<file path="config.mk">
export PLATFORM = sky130hd
export DESIGN_NAME = keypad_scanner_flat
export DESIGN_NICKNAME = d
export VERILOG_FILES = /design/src/rtl/keypad_scanner_pkg.sv /design/src/rtl/keypad_scanner_if.sv /design/src/rtl/keypad_scanner_debounce.sv /design/src/rtl/keypad_scanner.sv /design/src/flat_wrapper.sv
export SDC_FILE = /design/constraint.sdc
export NUM_CORES = 1
export LEC_CHECK = 0
export CAP_MARGIN = 10
export CORE_UTILIZATION = 45
export CTS_CLUSTER_SIZE = 10
export DETAILED_ROUTE_END_ITERATION = 6
export GPL_TIMING_DRIVEN = 0
export HOLD_SLACK_MARGIN = 0.15
export PLACE_DENSITY_LB_ADDON = 0.2
export SKIP_LAST_GASP = 1
export SLEW_MARGIN = 20
export SYNTH_ARGS = -nofsm -noshare
export SYNTH_HDL_FRONTEND = slang
export SYNTH_SLANG_ARGS = --single-unit
</file>
<file path="constraint.sdc">
create_clock -name clk -period 7.31 [get_ports clk]
set_input_delay 0.731 -clock clk [delete_from_list [all_inputs] [get_ports clk]]
set_output_delay 0.731 -clock clk [all_outputs]
set_load 0.01 [all_outputs]
</file>
<file path="src/rtl/keypad_scanner_pkg.sv">
// Shared matrix geometry, frame layout and key encoding helpers for the
// keypad scanner and the display-select logic that consumes its codes.
package keypad_scanner_pkg;
  localparam int NUM_ROWS = 4;
  localparam int NUM_COLS = 4;
  localparam int KEY_W    = 4;
  localparam int FRAME_W  = NUM_ROWS * NUM_COLS;
  // Frame bit for key (r,c) sits at c*COL_STRIDE + r; key code is r*NUM_COLS + c.
  localparam int COL_STRIDE = NUM_ROWS;

  typedef logic [NUM_COLS-1:0][NUM_ROWS-1:0] frame_t;
  typedef logic [KEY_W-1:0]                  key_code_t;

  function automatic logic one_hot(input frame_t f);
    logic [FRAME_W-1:0] v;
    v = f;
    return (v != '0) && ((v & (v - FRAME_W'(1))) == '0);
  endfunction

  function automatic key_code_t encode(input frame_t f);
    logic [FRAME_W-1:0] v;
    key_code_t code;
    v = f;
    code = '0;
    for (int c = 0; c < NUM_COLS; c++)
      for (int r = 0; r < NUM_ROWS; r++)
        if (v[c*COL_STRIDE + r]) code = KEY_W'(r*NUM_COLS + c);
    return code;
  endfunction
endpackage

</file>
<file path="src/rtl/keypad_scanner_if.sv">
// Matrix lines plus the key report bus; master is the scanner.
interface keypad_scanner_if;
  import keypad_scanner_pkg::*;
  logic [NUM_ROWS-1:0] row;
  logic [NUM_COLS-1:0] col;
  key_code_t           key_code;
  logic                key_valid;
  logic                key_down;

  modport master (input row, output col, key_code, key_valid, key_down);
  modport slave  (output row, input col, key_code, key_valid, key_down);
endinterface

</file>
<file path="src/rtl/keypad_scanner_debounce.sv">
// Frame debouncer: a frame must repeat DEBOUNCE_FRAMES times in a row before
// it replaces the stable frame; accept is a same-cycle strobe with frame_done.
module keypad_debounce
  import keypad_scanner_pkg::*;
#(
  parameter int DEBOUNCE_FRAMES = 4
) (
  input  logic   clk,
  input  logic   rst_n,
  input  frame_t frame,
  input  logic   frame_done,
  output frame_t stable,
  output logic   accept
);
  localparam logic [3:0] DEB = 4'(DEBOUNCE_FRAMES);

  frame_t     prev;
  logic [3:0] cnt, cnt_nxt;

  always_comb begin
    cnt_nxt = cnt;
    if (frame_done) begin
      if (frame == prev) cnt_nxt = (cnt >= DEB) ? DEB : cnt + 4'd1;
      else               cnt_nxt = 4'd1;
    end
    // Re-reaching the count on a frame already held as stable is a no-op.
    accept = frame_done && (cnt_nxt == DEB) && (frame != stable);
  end

  always_ff @(posedge clk or negedge rst_n) begin
    if (!rst_n) begin
      prev   <= '0;
      cnt    <= '0;
      stable <= '0;
    end else begin
      cnt <= cnt_nxt;
      if (frame_done) prev   <= frame;
      if (accept)     stable <= frame;
    end
  end
endmodule

</file>
<file path="src/rtl/keypad_scanner.sv">
// 4x4 key matrix scanner: strobes columns, synchronises rows, assembles a
// 16-key frame per scan and reports debounced single-key presses.
module keypad_scanner
  import keypad_scanner_pkg::*;
#(
  parameter int CLK_FREQ        = 12_000_000,
  parameter int SCAN_HZ         = 1000,
  parameter int DEBOUNCE_FRAMES = 4
) (
  input logic               clk,
  input logic               rst_n,
  keypad_scanner_if.master  kif
);
  localparam int              P        = CLK_FREQ / SCAN_HZ;
  localparam int              CW       = $clog2(P);
  localparam int              IW       = $clog2(NUM_COLS);
  localparam logic [CW-1:0]   LAST     = CW'(P - 1);
  localparam logic [IW-1:0]   LAST_COL = IW'(NUM_COLS - 1);

  logic [NUM_ROWS-1:0] row_s1, row_s2;
  logic [CW-1:0]       cnt;
  logic [IW-1:0]       idx;
  frame_t              frame, frame_nxt, stable;
  logic                sample, frame_done, accept;

  assign sample     = (cnt == LAST);
  assign frame_done = sample && (idx == LAST_COL);
  assign kif.col    = ~(NUM_COLS'(1) << idx);

  // The column-3 sample is merged here so the debouncer sees the whole frame
  // on the same edge that completes it.
  always_comb begin
    frame_nxt = frame;
    if (sample) frame_nxt[idx] = ~row_s2;
  end

  always_ff @(posedge clk or negedge rst_n) begin
    if (!rst_n) begin
      row_s1 <= '1;
      row_s2 <= '1;
      cnt    <= '0;
      idx    <= '0;
      frame  <= '0;
    end else begin
      row_s1 <= kif.row;
      row_s2 <= row_s1;
      frame  <= frame_nxt;
      if (sample) begin
        cnt <= '0;
        idx <= (idx == LAST_COL) ? '0 : idx + 1'b1;
      end else begin
        cnt <= cnt + 1'b1;
      end
    end
  end

  keypad_debounce #(.DEBOUNCE_FRAMES(DEBOUNCE_FRAMES)) u_deb (
    .clk        (clk),
    .rst_n      (rst_n),
    .frame      (frame_nxt),
    .frame_done (frame_done),
    .stable     (stable),
    .accept     (accept)
  );

  // Only an idle-to-single-key transition counts as a press.
  always_ff @(posedge clk or negedge rst_n) begin
    if (!rst_n) begin
      kif.key_code  <= '0;
      kif.key_valid <= 1'b0;
      kif.key_down  <= 1'b0;
    end else begin
      kif.key_valid <= 1'b0;
      if (accept) begin
        kif.key_down <= (frame_nxt != '0);
        if (stable == '0 && one_hot(frame_nxt)) begin
          kif.key_code  <= encode(frame_nxt);
          kif.key_valid <= 1'b1;
        end
      end
    end
  end
endmodule

</file>
<file path="src/flat_wrapper.sv">
// flat-port wrapper written by rule: the top's interface ports become plain ports
module keypad_scanner_flat import keypad_scanner_pkg::*;
#(
  parameter int CLK_FREQ        = 12_000_000,
  parameter int SCAN_HZ         = 1000,
  parameter int DEBOUNCE_FRAMES = 4
)
  (clk, rst_n, kif_row, kif_col, kif_key_code, kif_key_valid, kif_key_down);
  keypad_scanner_if kif_i ();
  input logic clk;
  input logic rst_n;
  input wire logic [$bits(kif_i.row)-1:0] kif_row;
  output wire logic [$bits(kif_i.col)-1:0] kif_col;
  output wire logic [$bits(kif_i.key_code)-1:0] kif_key_code;
  output wire logic [$bits(kif_i.key_valid)-1:0] kif_key_valid;
  output wire logic [$bits(kif_i.key_down)-1:0] kif_key_down;
  assign kif_i.row = kif_row;
  assign kif_col = kif_i.col;
  assign kif_key_code = kif_i.key_code;
  assign kif_key_valid = kif_i.key_valid;
  assign kif_key_down = kif_i.key_down;
  keypad_scanner #(.CLK_FREQ(CLK_FREQ), .SCAN_HZ(SCAN_HZ), .DEBOUNCE_FRAMES(DEBOUNCE_FRAMES)) u_core (.clk(clk), .rst_n(rst_n), .kif(kif_i));
endmodule
</file>
==> Yosys cells after proc, flatten, opt, wreduce, memory -nomap -nowiden <==
Cells that the tools add are included.
{ "op_classes": {"n_eq_ne": 5, "n_addsub": 4, "n_lt_le_gt_ge": 3, "bitwise_logic": 3, "shifts": 1, "muxes": 26, "reduce_logical": 10} }
{ "ops": {"columns": ["cell", "n"], "rows": [
  ["4-bit 2-to-1 mux", 18],
  ["16-bit zero test", 2],
  ["16-bit bitwise AND", 1],
  ["16-bit bitwise mux", 1],
  ["16-bit == test", 1],
  ["16-bit 2-to-1 mux", 1],
  ["16-bit != test", 1],
  ["16-bit nonzero test", 1],
  ["16-bit by 1-bit subtractor with 16-bit output, second input constant", 1],
  ["14-bit by 1-bit adder with 14-bit output, second input constant", 1],
  ["14-bit == test, second input constant", 1],
  ["14-bit 2-to-1 mux", 1],
  ["4-bit demux with 2-bit select", 1],
  ["4-bit NOT", 2],
  ["1-bit logical AND", 6],
  ["4-bit by 1-bit adder with 4-bit output, second input constant", 1],
  ["4-bit by 3-bit == test with 1-bit output, second input constant", 1],
  ["4-bit by 3-bit greater-or-equal comparator with 1-bit output, second input constant", 1],
  ["1-bit by 2-bit << shifter with 4-bit output, first input constant", 1],
  ["2-bit by 3-bit less-than comparator with 1-bit output, second input constant", 1],
  ["3-bit 2-to-1 mux", 1],
  ["2-bit by 1-bit adder with 2-bit output, second input constant", 1],
  ["2-bit == test, second input constant", 1],
  ["2-bit by 1-bit greater-or-equal comparator with 1-bit output, second input constant", 1],
  ["3 further kinds", 4]
]} }
{ "totals": {"ff_bits": 82, "inputBits": 6, "word_cells": 72, "output_inout_bits": 10} }

==> Logic depth before layout (Yosys ltp) <==
Gate-level depths: netlist of run 1.
{ "logic_depth": {"depth_word": 21, "ltp_mapped": 16, "depth_no_buf": 13} }

==> Modules after synthesis <==
Synthesis of run 1 repeated with hierarchy kept, for this count alone.
{ "hier_totals": {"hier_cells": 398, "hier_area_um2": 4334.2} }
{ "by_module_without_submodules": {"columns": ["mod", "area_per_inst_um2", "cells_each", "seq_area_each_um2", "n_inst"], "rows": [
  ["keypad_scanner", 2513.7, 266, 1161.1, 1],
  ["keypad_debounce", 1820.5, 132, 900.9, 1]
]} }

==> Least setup slack after synthesis of run 1 <==
OpenSTA, ideal clock, no wires.
{ "synth_timing": {"kind": "register to register", "startpoint": "register u_core.cnt[8]", "endpoint": "register u_core.kif.key_code[0]", "path_buffers": 1, "path_stages_with_launch": 11, "arrival_time_ps": 3909, "period_less_slack_ps": 4034, "slack_ps": 3276, "cell_sequence": "dfrtp_1 > or4b_1 > buf_2 > nor4_1 > mux2i_1 > inv_1 > or4_4 > o21ai_0 > o2111ai_1 > nor4_4 > mux2_2"} }
{ "synth_rtl": {"columns": ["element", "line_no", "source"], "rows": [
  ["from (decl)", "keypad_scanner.sv:21", "logic [CW-1:0] cnt;"],
  ["from (signal assigned)", "keypad_scanner.sv:52", "cnt <= cnt + 1'b1;"],
  ["to (signal assigned)", "keypad_scanner.sv:77", "kif.key_code <= encode(frame_nxt);"],
  ["to (decl)", "keypad_scanner_if.sv:10", "modport master (input row, output col, key_code, key_valid, key_down);"]
]} }

==> Worst setup path in the final report of run 1 <==
{ "layout_timing": {"startpoint": "register u_core.cnt[12]", "endpoint": "register u_core.kif.key_code[1]"} }
{ "layout_via": {"elab_chain_cells": 16, "word_cells_on_any_way": 31} }
{ "layout_rtl": {"columns": ["element", "line_no", "source"], "rows": [
  ["14-bit == test (*)", "keypad_scanner.sv:26", "assign sample = (cnt == LAST);"],
  ["16-bit 2-to-1 mux", "keypad_scanner.sv:34", "if (sample) frame_nxt[idx] = ~row_s2;"],
  ["4-bit 2-to-1 mux (14 in a row)", "keypad_scanner_pkg.sv:27", "if (v[c*COL_STRIDE + r]) code = KEY_W'(r*NUM_COLS + c);"]
]} }
Every way passes the cells marked *; elsewhere a longest branch is shown, timed or not.
A chain may end at the register's enable or synchronous reset.

==> results.sh, run 1 <==
export IMPL_hp_class="input pin to asynchronous set/reset pin"
export IMPL_grt_pass1_vias=3696
export IMPL_antenna_left=0
export IMPL_swShare_pct=22.8
export IMPL_hold_buffers=0
export IMPL_synthArstFlopShare_pct=100
export IMPL_clock_sinks=82
export IMPL_dpl_cell_count=619
export IMPL_fp_coreArea_sq_um=9420
export IMPL_drcViolationCount=0
export IMPL_synth_area_leaders="dfrtp_1 42%, nand2_1 5.1%, dfstp_2 4.7%"
export IMPL_slowest_delay_ns=0.69
export IMPL_path_class="flop to flop"
export IMPL_dieArea_sq_um=10300
export IMPL_post_cts_buffers=0
export IMPL_grt_max_degree=49
export IMPL_post_drt_via_cell_ratio=5.86
export IMPL_pin_count=16
export IMPL_ys_flop_type="dfrtp_1"
export IMPL_place_ws_ns=2.77
export IMPL_clk_pin_slew_ns=0.09
export IMPL_endpoint_kind="flop"
export IMPL_intPower_uw=659
export IMPL_hpwl_microns=8780
export IMPL_hold_viol_final=0
export IMPL_worstPathCellList="or4b_1 > buf_2 > nor4_2 > and2_1 > clkbuf_1 > o211ai_1 > nor4_1 > and3_1 > nand4_1 > buf_2 > nor4_4 > mux2_2"
export IMPL_critPathArrivalTime_ns=4.84
export IMPL_fillCellCount=874
export IMPL_place_congestion=0.936
export IMPL_combPwrFrac_pct=3.3
export IMPL_ys_seq_elements=82
export IMPL_crit_top_cell="buf_2"
export IMPL_r2r_cells=12
export IMPL_cts_root_buffer="clkbuf_8"
export IMPL_htree_num_levels=3
export IMPL_seqPwrFrac_pct=53.7
export IMPL_area_delta_synth_final_pct=12.6
export IMPL_route_vias_total=3719
export IMPL_drive_gt1_share_pct=9.49
export IMPL_final_setup_tns_ns=0
export IMPL_finalNonFillerCells=635
export IMPL_fmax_mhz=217
export IMPL_rsz0062_at_grt="false"
export IMPL_final_setup_viol_count=0
export IMPL_synth_top_area_share_pct=41.6
export IMPL_worst_r2r_endpoint="u_core.kif.key_code[1]"
export IMPL_cts_buffers_inserted=9
export IMPL_synth_largest_area_cell="dfrtp_1"
export IMPL_start_util_pct=47.3
export IMPL_syn_area_sq_um=4450
export IMPL_cp_start_kind="flop"
export IMPL_fp_dieH_microns=101
export IMPL_p_sw_uw=195
export IMPL_diodes=0
export IMPL_drt_first_iter_violations=227
export IMPL_crit_path_max_fanout=10
export IMPL_fin_crit_sh_pct=63.0
export IMPL_yosysSeqAreaShare_pct=46.3
export IMPL_r2r_setup_slack_ns=2.71
export IMPL_firstDrtPassIters=5
export IMPL_syn_inst=474
export IMPL_cts_tree="yes"
export IMPL_power_density_nw_per_um2=171
export IMPL_grt_pass1_wl_microns=19500
export IMPL_status="finished clean"
export IMPL_ir_drop_uv=111
export IMPL_multi_input_area_sq_um=2190
export IMPL_insertion_delay_ns=0.36
export IMPL_antenna_found_initial=0
export IMPL_nets=513
export IMPL_grt_ovfl_total=0
export IMPL_slowest_stage="nor4_2"
export IMPL_rr_startpoint="u_core.cnt[12]"
export IMPL_numPortBuffers=15
export IMPL_syn_nets=486
export IMPL_seqCellArea_sq_um=2060
export IMPL_die_x_microns=101
export IMPL_clockBufferDepth=2
export IMPL_cp_required_ns=7.55
export IMPL_period_needed_ns=4.60
export IMPL_synth_edff_count=0
export IMPL_grt_use_total_pct=25.4
export IMPL_fin_skew_ns=0.00821
export IMPL_num_rows=35
export IMPL_worstMarginPinSlew_ns=1.01
export IMPL_ys_warnings_count=0
export IMPL_slew_viol_final=0
export IMPL_max_slew_margin_pct=30.6
export IMPL_clockPowerShare_pct=43.1
export IMPL_setup_slack_ns=2.71
export IMPL_leakagePower_nw=2.35
export IMPL_wire_per_inst_microns=18.9
export IMPL_routed_wl_microns=12000
export IMPL_syn_avg_cell_area_sq_um=9.39
export IMPL_final_util_pct=53.2
export IMPL_yosysUniqueCellTypes=53
export IMPL_max_cap_viol_count=0
export IMPL_cts_resized_gates=0
logic make-up after synthesis:
group	share of synthesized area, %
AOI/OAI and AO/OA	15.1
xor gates and xnor gates	7.87
adders and majority gates	1.91
buffers and inverters	4.53
DFF	46.3
muxes	6.16
and+or+nand+nor	18.1
cells in the final DEF (no fill, tap or decap), types with 5 or more instances in the layout:
| cell | n |
|---|---|
| clkbuf_1 | 17 |
| nor4_1 | 8 |
| a2111oi_0 | 6 |
| mux2i_1 | 12 |
| mux2_2 | 11 |
| nand2_1 | 61 |
| a211oi_1 | 7 |
| a21oi_1 | 16 |
| or4_1 | 7 |
| ha_1 | 6 |
| nor2_1 | 33 |
| nand3_1 | 23 |
| dfstp_2 | 8 |
| xor2_1 | 21 |
| o21ai_0 | 36 |
| inv_1 | 29 |
| clkdlybuf4s50_1 | 14 |
| o22ai_1 | 8 |
| dfrtp_1 | 74 |
| and2_1 | 5 |
| clkbuf_8 | 9 |
| nor3_1 | 7 |
| xnor2_1 | 19 |
state kept, by name, summed over array words and instances, names as in the netlist:
name	count
u_core.row_s1	4
u_core.idx	2
u_core.u_deb.prev	16
u_core.frame	16
u_core.kif.key_valid	1
u_core.cnt	14
u_core.row_s2	4
u_core.u_deb.stable	16
u_core.u_deb.cnt	4
u_core.kif.key_down	1
u_core.kif.key_code	4
metrics by stage:
step	hold WS [ns]	total power, mW	instance area, sq um
after detailed placement	0.351	0.496	4790
after CTS	0.336	0.859	5010
after floorplan	0.345	0.477	4450
after global placement	0.346	0.494	4760
after global routing	0.357	0.883	5010
final	0.320	0.854	5010
routing by layer:
layer  track usage [%]  vias to the layer above  part of all wire [%]
met4              12.6                        0                   3.4
met3              4.21                       29                   6.3
met5                 0                        -                     0
met2              39.4                      149                    45
li1                  -                     1735                     -
met1              34.6                     1806                    45
Yosys cell counts, types with 2 or more instances:
master	number
a311oi_1	2
xnor2_1	19
and3_1	2
or4b_1	2
o211ai_1	4
a211oi_1	7
o221ai_1	3
nand3_1	23
nand4_1	4
buf_2	2
nor2b_1	4
buf_1	2
a21oi_1	16
o21a_1	2
mux2_4	2
nand2b_1	3
nor3_1	7
a21o_1	3
buf_4	2
o22ai_1	8
mux2_2	11
o21ai_0	36
and2_1	5
inv_1	29
nor4_1	9
dfstp_2	8
o311ai_0	3
a221oi_1	2
or4_1	7
mux2i_1	12
a2111oi_0	6
nor2_1	33
o2111ai_1	3
dfrtp_1	74
nand2_1	61
clkbuf_1	16
ha_1	6
xor2_1	21
worst max path at each step:
| stage | start | to | slack [ns] | depth (start not counted) |
|---|---|---|---|---|
| after global placement | u_core.cnt[8] | u_core.kif.key_code[3] | 2.55 | 10 |
| after detailed placement | u_core.cnt[8] | u_core.kif.key_code[3] | 2.77 | 12 |
| after floorplan | u_core.cnt[8] | u_core.kif.key_code[0] | 3.28 | 10 |
| final | u_core.cnt[12] | u_core.kif.key_code[1] | 2.71 | 12 |
| after global routing | u_core.cnt[8] | u_core.kif.key_code[3] | 2.46 | 13 |
| after CTS | u_core.cnt[8] | u_core.kif.key_code[1] | 2.74 | 12 |
final cells by class:
class,instances,share of cell area [%]
multi-input combinational,341,43.8
sequential,82,41.2
timing repair buffer,16,3.50
tap,129,3.22
clock buffer,10,2.55
inverter,29,2.17
buffer,22,1.85
clock inverter,6,1.80
critical path: cells and delay by family, from the launching register on:
family,cells,cell delay [ns]
flip-flops,1,0.42
AO/OA/AOI/OAI,1,0.17
buffers and inverters,3,0.91
multiplexers,1,0.38
AND/OR/NAND/NOR,7,2.62
power by group through the flow:
stage                     Combinational [mW]  Sequential [mW]  Clock [mW]
after floorplan                       0.0102            0.467           0
after global placement                0.0263            0.467           0
after detailed placement              0.0282            0.468           0
after CTS                             0.0283            0.459       0.372
after global routing                  0.0310            0.459       0.393
final                                 0.0279            0.459       0.368
No activity file was read; power rests on OpenSTA's default activity.
==> inputs of run 2 (changes only) <==
- clock period: 7.31 -> 4.3 ns (I/O delays scaled with it)
==> run 2 against run 1 <==
Compared with the run above: design area rose by 3.1%; sequential share of layout area fell by 1.2 points; critical path depth did not move; hold slack improved by 0.042 ns; final cell count rose by 1.3%; combinational power rose by 75%.
==> results.sh, run 2 (synthesis results as in run 1) <==
export IMPL_num_rows=35
export IMPL_hp_class="flop to flop"
export IMPL_crit_path_max_fanout=9
export IMPL_grt_use_total_pct=25.6
export IMPL_drcViolationCount=0
export IMPL_fin_hold_ws_ns=0.362
export IMPL_grtUsageMet3_pct=4.28
export IMPL_grt_ovfl_total=0
export IMPL_worstMarginPinSlew_ns=0.728
export IMPL_slowest_delay_ns=0.52
export IMPL_grt_max_degree=49
export IMPL_max_slew_margin_pct=50.1
export IMPL_clk_pin_slew_ns=0.09
export IMPL_routed_wl_microns=12200
export IMPL_die_x_microns=101
export IMPL_diodes=0
export IMPL_pin_count=16
export IMPL_max_cap_viol_count=0
export IMPL_worstPathCellList="or4b_1 > buf_4 > or4_1 > buf_4 > mux2i_1 > or4_1 > nor4_2 > and3_4 > nand4_1 > buf_6 > nor4_4 > mux2_2"
export IMPL_mostFrequentLayoutCell="dfrtp_1"
export IMPL_period_needed_ns=4.20
export IMPL_top_usage_layer="met2"
export IMPL_cts_root_buffer="clkbuf_8"
export IMPL_route_vias_total=3797
export IMPL_final_setup_viol_count=0
export IMPL_drive_gt1_share_pct=13.2
export IMPL_slowest_stage="or4_1"
export IMPL_wire_per_inst_microns=18.9
export IMPL_path_class="flop to flop"
export IMPL_post_drt_via_cell_ratio=5.91
export IMPL_ir_drop_uv=189
export IMPL_fp_dieH_microns=101
export IMPL_nets=521
export IMPL_antenna_left=0
export IMPL_cts_buffers_inserted=9
export IMPL_use_met1_pct=34.5
export IMPL_hold_viol_final=0
export IMPL_power_density_nw_per_um2=282
export IMPL_cts_tree="yes"
export IMPL_grt_pass1_wl_microns=19600
export IMPL_clock_sinks=82
export IMPL_drt_first_iter_violations=306
export IMPL_cp_start_kind="flop"
export IMPL_place_congestion=0.936
export IMPL_htree_num_levels=3
export IMPL_final_setup_tns_ns=0
export IMPL_status="finished clean"
export IMPL_fin_crit_sh_pct=97.7
export IMPL_hpwl_microns=8780
export IMPL_fin_skew_ns=0.00999
export IMPL_antenna_found_initial=0
export IMPL_top_regs="u_core.frame x16, u_core.u_deb.prev x16, u_core.u_deb.stable x16"
export IMPL_slew_viol_final=0
export IMPL_fillCellCount=867
export IMPL_critPathArrivalTime_ns=4.44
export IMPL_firstDrtPassIters=5
export IMPL_leakagePower_nw=2.44
export IMPL_start_util_pct=47.3
export IMPL_grt_util_met2_pct=39.8
export IMPL_fp_coreArea_sq_um=9420
export IMPL_insertion_delay_ns=0.35
export IMPL_fmax_mhz=238
export IMPL_grt_pass1_vias=3758
export IMPL_cp_required_ns=4.54
export IMPL_final_cell_mix="74 x dfrtp_1, 61 x nand2_1, 36 x o21ai_0, 33 x nor2_1, 29 x inv_1"
export IMPL_clockBufferDepth=2
export IMPL_endpoint_kind="flop"
export IMPL_area_delta_synth_final_pct=16.1
export IMPL_numPortBuffers=15
export IMPL_dieArea_sq_um=10300
[run 2: changes by cell type in the layout (fill, tap and decap cells not counted), moves of 2 or more]
cell,change
clkbuf_1,-3
buf_4,+10
mux2i_1,-3
mux2i_2,+2
buf_2,-2
nor4_4,+2
nor4_1,-3
[run 2: repair_timing]
action	CTS	global route
hold buffers	1	0
setup buffers	3	6
setup endpoints to repair	4	8
gates cloned	0	0
pin swaps	2	4
resized for setup	6	16
endpoints found under the hold margin	34	0
[run 2: critical path, delay by kind of cell (launching register included)]
kind	cells	cell delay [ns]
buf+inv	3	0.60
flops	1	0.42
mux	2	0.52
simple gates	7	2.53
[run 2: area by class of cell]
| cell class | instances | area (sq um) | area share (%) |
|---|---|---|---|
| tap | 129 | 161 | 3.13 |
| multi-input combinational | 341 | 2270 | 43.9 |
| timing repair buffer | 26 | 253 | 4.89 |
| clock inverter | 6 | 90.1 | 1.74 |
| clock buffer | 10 | 128 | 2.47 |
| inverter | 29 | 109 | 2.11 |
| sequential | 82 | 2060 | 39.9 |
| buffer | 20 | 95.1 | 1.84 |
[run 2: worst paths after layout]
path / from / end / slack [ns] / depth (start not counted)
max in group asynchronous: rst_n / u_core.row_s2[3] / 3.08 / 3
worst max register to register: u_core.cnt[12] / u_core.kif.key_code[1] / 0.1 / 12
worst min-delay path: u_core.row_s1[3] / u_core.row_s2[3] / 0.36 / 0
worst min register to register: u_core.row_s1[3] / u_core.row_s2[3] / 0.36 / 0
min in group asynchronous: rst_n / u_core.cnt[2] / 0.56 / 2
worst max-delay path: u_core.cnt[12] / u_core.kif.key_code[1] / 0.1 / 12
[run 2: report_power, final]
group          internal (mW)  total (mW)  switching, mW
clock network          0.330       0.628          0.298
logic                 0.0146      0.0488         0.0342
registers              0.777       0.780        0.00254
[run 2: routing by layer]
| layer | vias up | wire length (microns) |
|---|---|---|
| met4 | 0 | 430 |
| met3 | 34 | 797 |
| met1 | 1846 | 5320 |
| met5 | - | 0 |
| li1 | 1747 | - |
| met2 | 170 | 5620 |
[run 2: metrics by stage]
step                      cell area, sq um  std cells  power, mW  setup WS (ns)  utilization [%]
after CTS                             5080        639       1.46         0.0180             53.9
after floorplan                       4450        474      0.811          0.266                -
after detailed placement              4790        619      0.843         -0.243             50.9
after global routing                  5160        643       1.50       -0.00678             54.9
final                                 5160        643       1.46         0.0972             54.9
after global placement                4760        618      0.839         -0.462             50.6
==> inputs of run 3 (changes only) <==
- clock period: 4.3 -> 4.1 ns (I/O delays scaled with it)
==> run 3 against run 2 <==
Compared with the run above: register-to-register slack got worse by 0.07 ns; routed wire length grew 2.5%; non-clock buffer count up 16; hold slack about the same; final cell count is 2.5% higher; utilization is 2.2 points higher; clock skew hardly changed; largest cell class unchanged; highest routed layer unchanged.
==> results.sh, run 3 (synthesis results as in run 1) <==
export IMPL_hpwl_microns=8780
export IMPL_clockPowerShare_pct=43.2
export IMPL_area_delta_synth_final_pct=20.8
export IMPL_fin_skew_ns=0.00976
export IMPL_route_vias_total=3874
export IMPL_max_slew_margin_pct=49.5
export IMPL_ir_drop_uv=198
export IMPL_leakagePower_nw=2.55
export IMPL_seqPwrFrac_pct=53.5
export IMPL_pin_count=16
export IMPL_htree_num_levels=3
export IMPL_grt_ovfl_total=0
export IMPL_intPower_mw=1.18
export IMPL_whs_endpoint="u_core.row_s2[3]"
export IMPL_swShare_pct=23.1
export IMPL_final_util_pct=57.1
export IMPL_r2r_setup_slack_ns=0.03
export IMPL_post_drt_via_cell_ratio=5.88
export IMPL_fin_crit_sh_pct=99.2
export IMPL_worst_r2r_endpoint="u_core.kif.key_code[0]"
export IMPL_routed_wl_microns=12500
export IMPL_combPwrFrac_pct=3.4
export IMPL_r2r_cells=13
export IMPL_slew_viol_final=0
export IMPL_fp_dieH_microns=101
export IMPL_design_area_sq_um=5380
export IMPL_clock_sinks=82
export IMPL_worstMarginPinSlew_ns=0.736
export IMPL_grt_pass1_vias=3780
export IMPL_p_sw_uw=354
export IMPL_path_class="flop to flop"
export IMPL_die_x_microns=101
export IMPL_start_util_pct=47.3
export IMPL_period_needed_ns=4.07
export IMPL_hold_viol_final=0
export IMPL_finalNonFillerCells=659
export IMPL_status="finished clean"
export IMPL_rr_startpoint="u_core.cnt[12]"
export IMPL_drt_first_iter_violations=300
export IMPL_cts_tree="yes"
export IMPL_wire_per_inst_microns=18.9
export IMPL_startpoint="u_core.cnt[12]"
export IMPL_cts_buffers_inserted=9
export IMPL_fp_coreArea_sq_um=9420
export IMPL_grt_max_degree=49
export IMPL_crit_path_max_fanout=8
export IMPL_top_regs="u_core.frame x16, u_core.u_deb.prev x16, u_core.u_deb.stable x16"
export IMPL_dpl_cell_count=619
export IMPL_final_cell_mix="74 x dfrtp_1, 61 x nand2_1, 35 x o21ai_0, 33 x nor2_1, 29 x inv_1"
export IMPL_antenna_found_initial=0
export IMPL_firstDrtPassIters=5
export IMPL_clockBufferDepth=2
export IMPL_mostFrequentLayoutCell="dfrtp_1"
export IMPL_final_setup_viol_count=0
export IMPL_grt_use_total_pct=25.8
export IMPL_cp_start_kind="flop"
export IMPL_diodes=0
export IMPL_max_cap_viol_count=0
export IMPL_cp_required_ns=4.35
export IMPL_finalPower_mw=1.53
export IMPL_drive_gt1_share_pct=17.5
export IMPL_rsz0062_at_grt="true"
export IMPL_cts_root_buffer="clkbuf_8"
export IMPL_clk_pin_slew_ns=0.09
export IMPL_grt_pass1_wl_microns=19800
export IMPL_nets=537
export IMPL_place_congestion=0.936
export IMPL_dieArea_sq_um=10300
export IMPL_power_density_nw_per_um2=285
export IMPL_hp_class="flop to flop"
export IMPL_whs_path_depth=0
export IMPL_endpoint_kind="flop"
export IMPL_num_rows=35
export IMPL_hold_start="u_core.row_s1[3]"
export IMPL_fin_hold_ws_ns=0.362
export IMPL_drcViolationCount=0
export IMPL_insertion_delay_ns=0.36
export IMPL_critPathArrivalTime_ns=4.32
export IMPL_numPortBuffers=15
export IMPL_antenna_left=0
export IMPL_place_area_sq_um=4790
export IMPL_fmax_mhz=246
==> run 3: changes by cell type in the layout (fill, tap and decap cells not counted), sizes merged <==
cell | before | now
buf | 17 | 34
clkbuf | 24 | 23
==> run 3: layer usage <==
metal	part of all wire [%]	GRT usage, %	routed length (microns)
met2	45	40.2	5650
met4	3.6	12.8	455
met5	0	0	0
met1	44	35.2	5550
met3	6.5	3.93	815
==> run 3: worst max-delay path by stage <==
stage / endpoint / slack, ns
global placement: u_core.kif.key_code[3] / -0.66
finish: u_core.kif.key_code[0] / 0.03
floorplan: u_core.kif.key_code[0] / 0.07
detailed placement: u_core.kif.key_code[3] / -0.44
CTS: u_core.kif.key_code[1] / 0.002
global route: u_core.kif.key_code[0] / -0.02
==> run 3: metrics by stage <==
step | TNS (ns) | setup slack (ns)
2_1_floorplan | 0 | 0.0664
3_5_place_dp | -2.84 | -0.443
3_3_place_gp | -28.19 | -0.662
4_1_cts | 0 | 0.00205
6_report | 0 | 0.0312
5_1_grt | -0.0641 | -0.0205
==> run 3: repair_timing <==
action / in CTS / in global routing
setup buffers: 6 / 19
pin swaps: 4 / 9
hold endpoints to repair: 34 / 0
hold buffers: 1 / 0
setup endpoints to repair: 15 / 14
gates cloned: 0 / 1
gates resized for setup: 14 / 24
==> run 3: final cells by class <==
type / instances / area [sq um]
clock buffer: 10 / 128
sequential: 82 / 2060
multi-input combinational: 341 / 2330
inverter: 29 / 109
clock inverter: 6 / 90.1
fill: 834 / 4040
buffer: 19 / 106
tap: 129 / 161
timing repair buffer: 43 / 390
==> run 3: power groups by stage <==
stage	logic [mW]	clock network (mW)	registers [mW]
after floorplan	0.0183	0	0.832
after global placement	0.0469	0	0.833
final	0.0513	0.661	0.818
after global routing	0.0572	0.703	0.819
after CTS	0.0518	0.664	0.818
after detailed placement	0.0503	0	0.834
==> run 3: worst max-delay path, stage by stage, from the launching register on <==
cell,delay (ns)
dfrtp_1,0.40
or4b_4,0.55
buf_8,0.15
or4_4,0.41
buf_6,0.15
mux2i_1,0.12
or4_4,0.53
nor4_4,0.31
and3_4,0.24
nand4_1,0.15
buf_6,0.20
nor4_4,0.23
buf_4,0.18
mux2_4,0.30
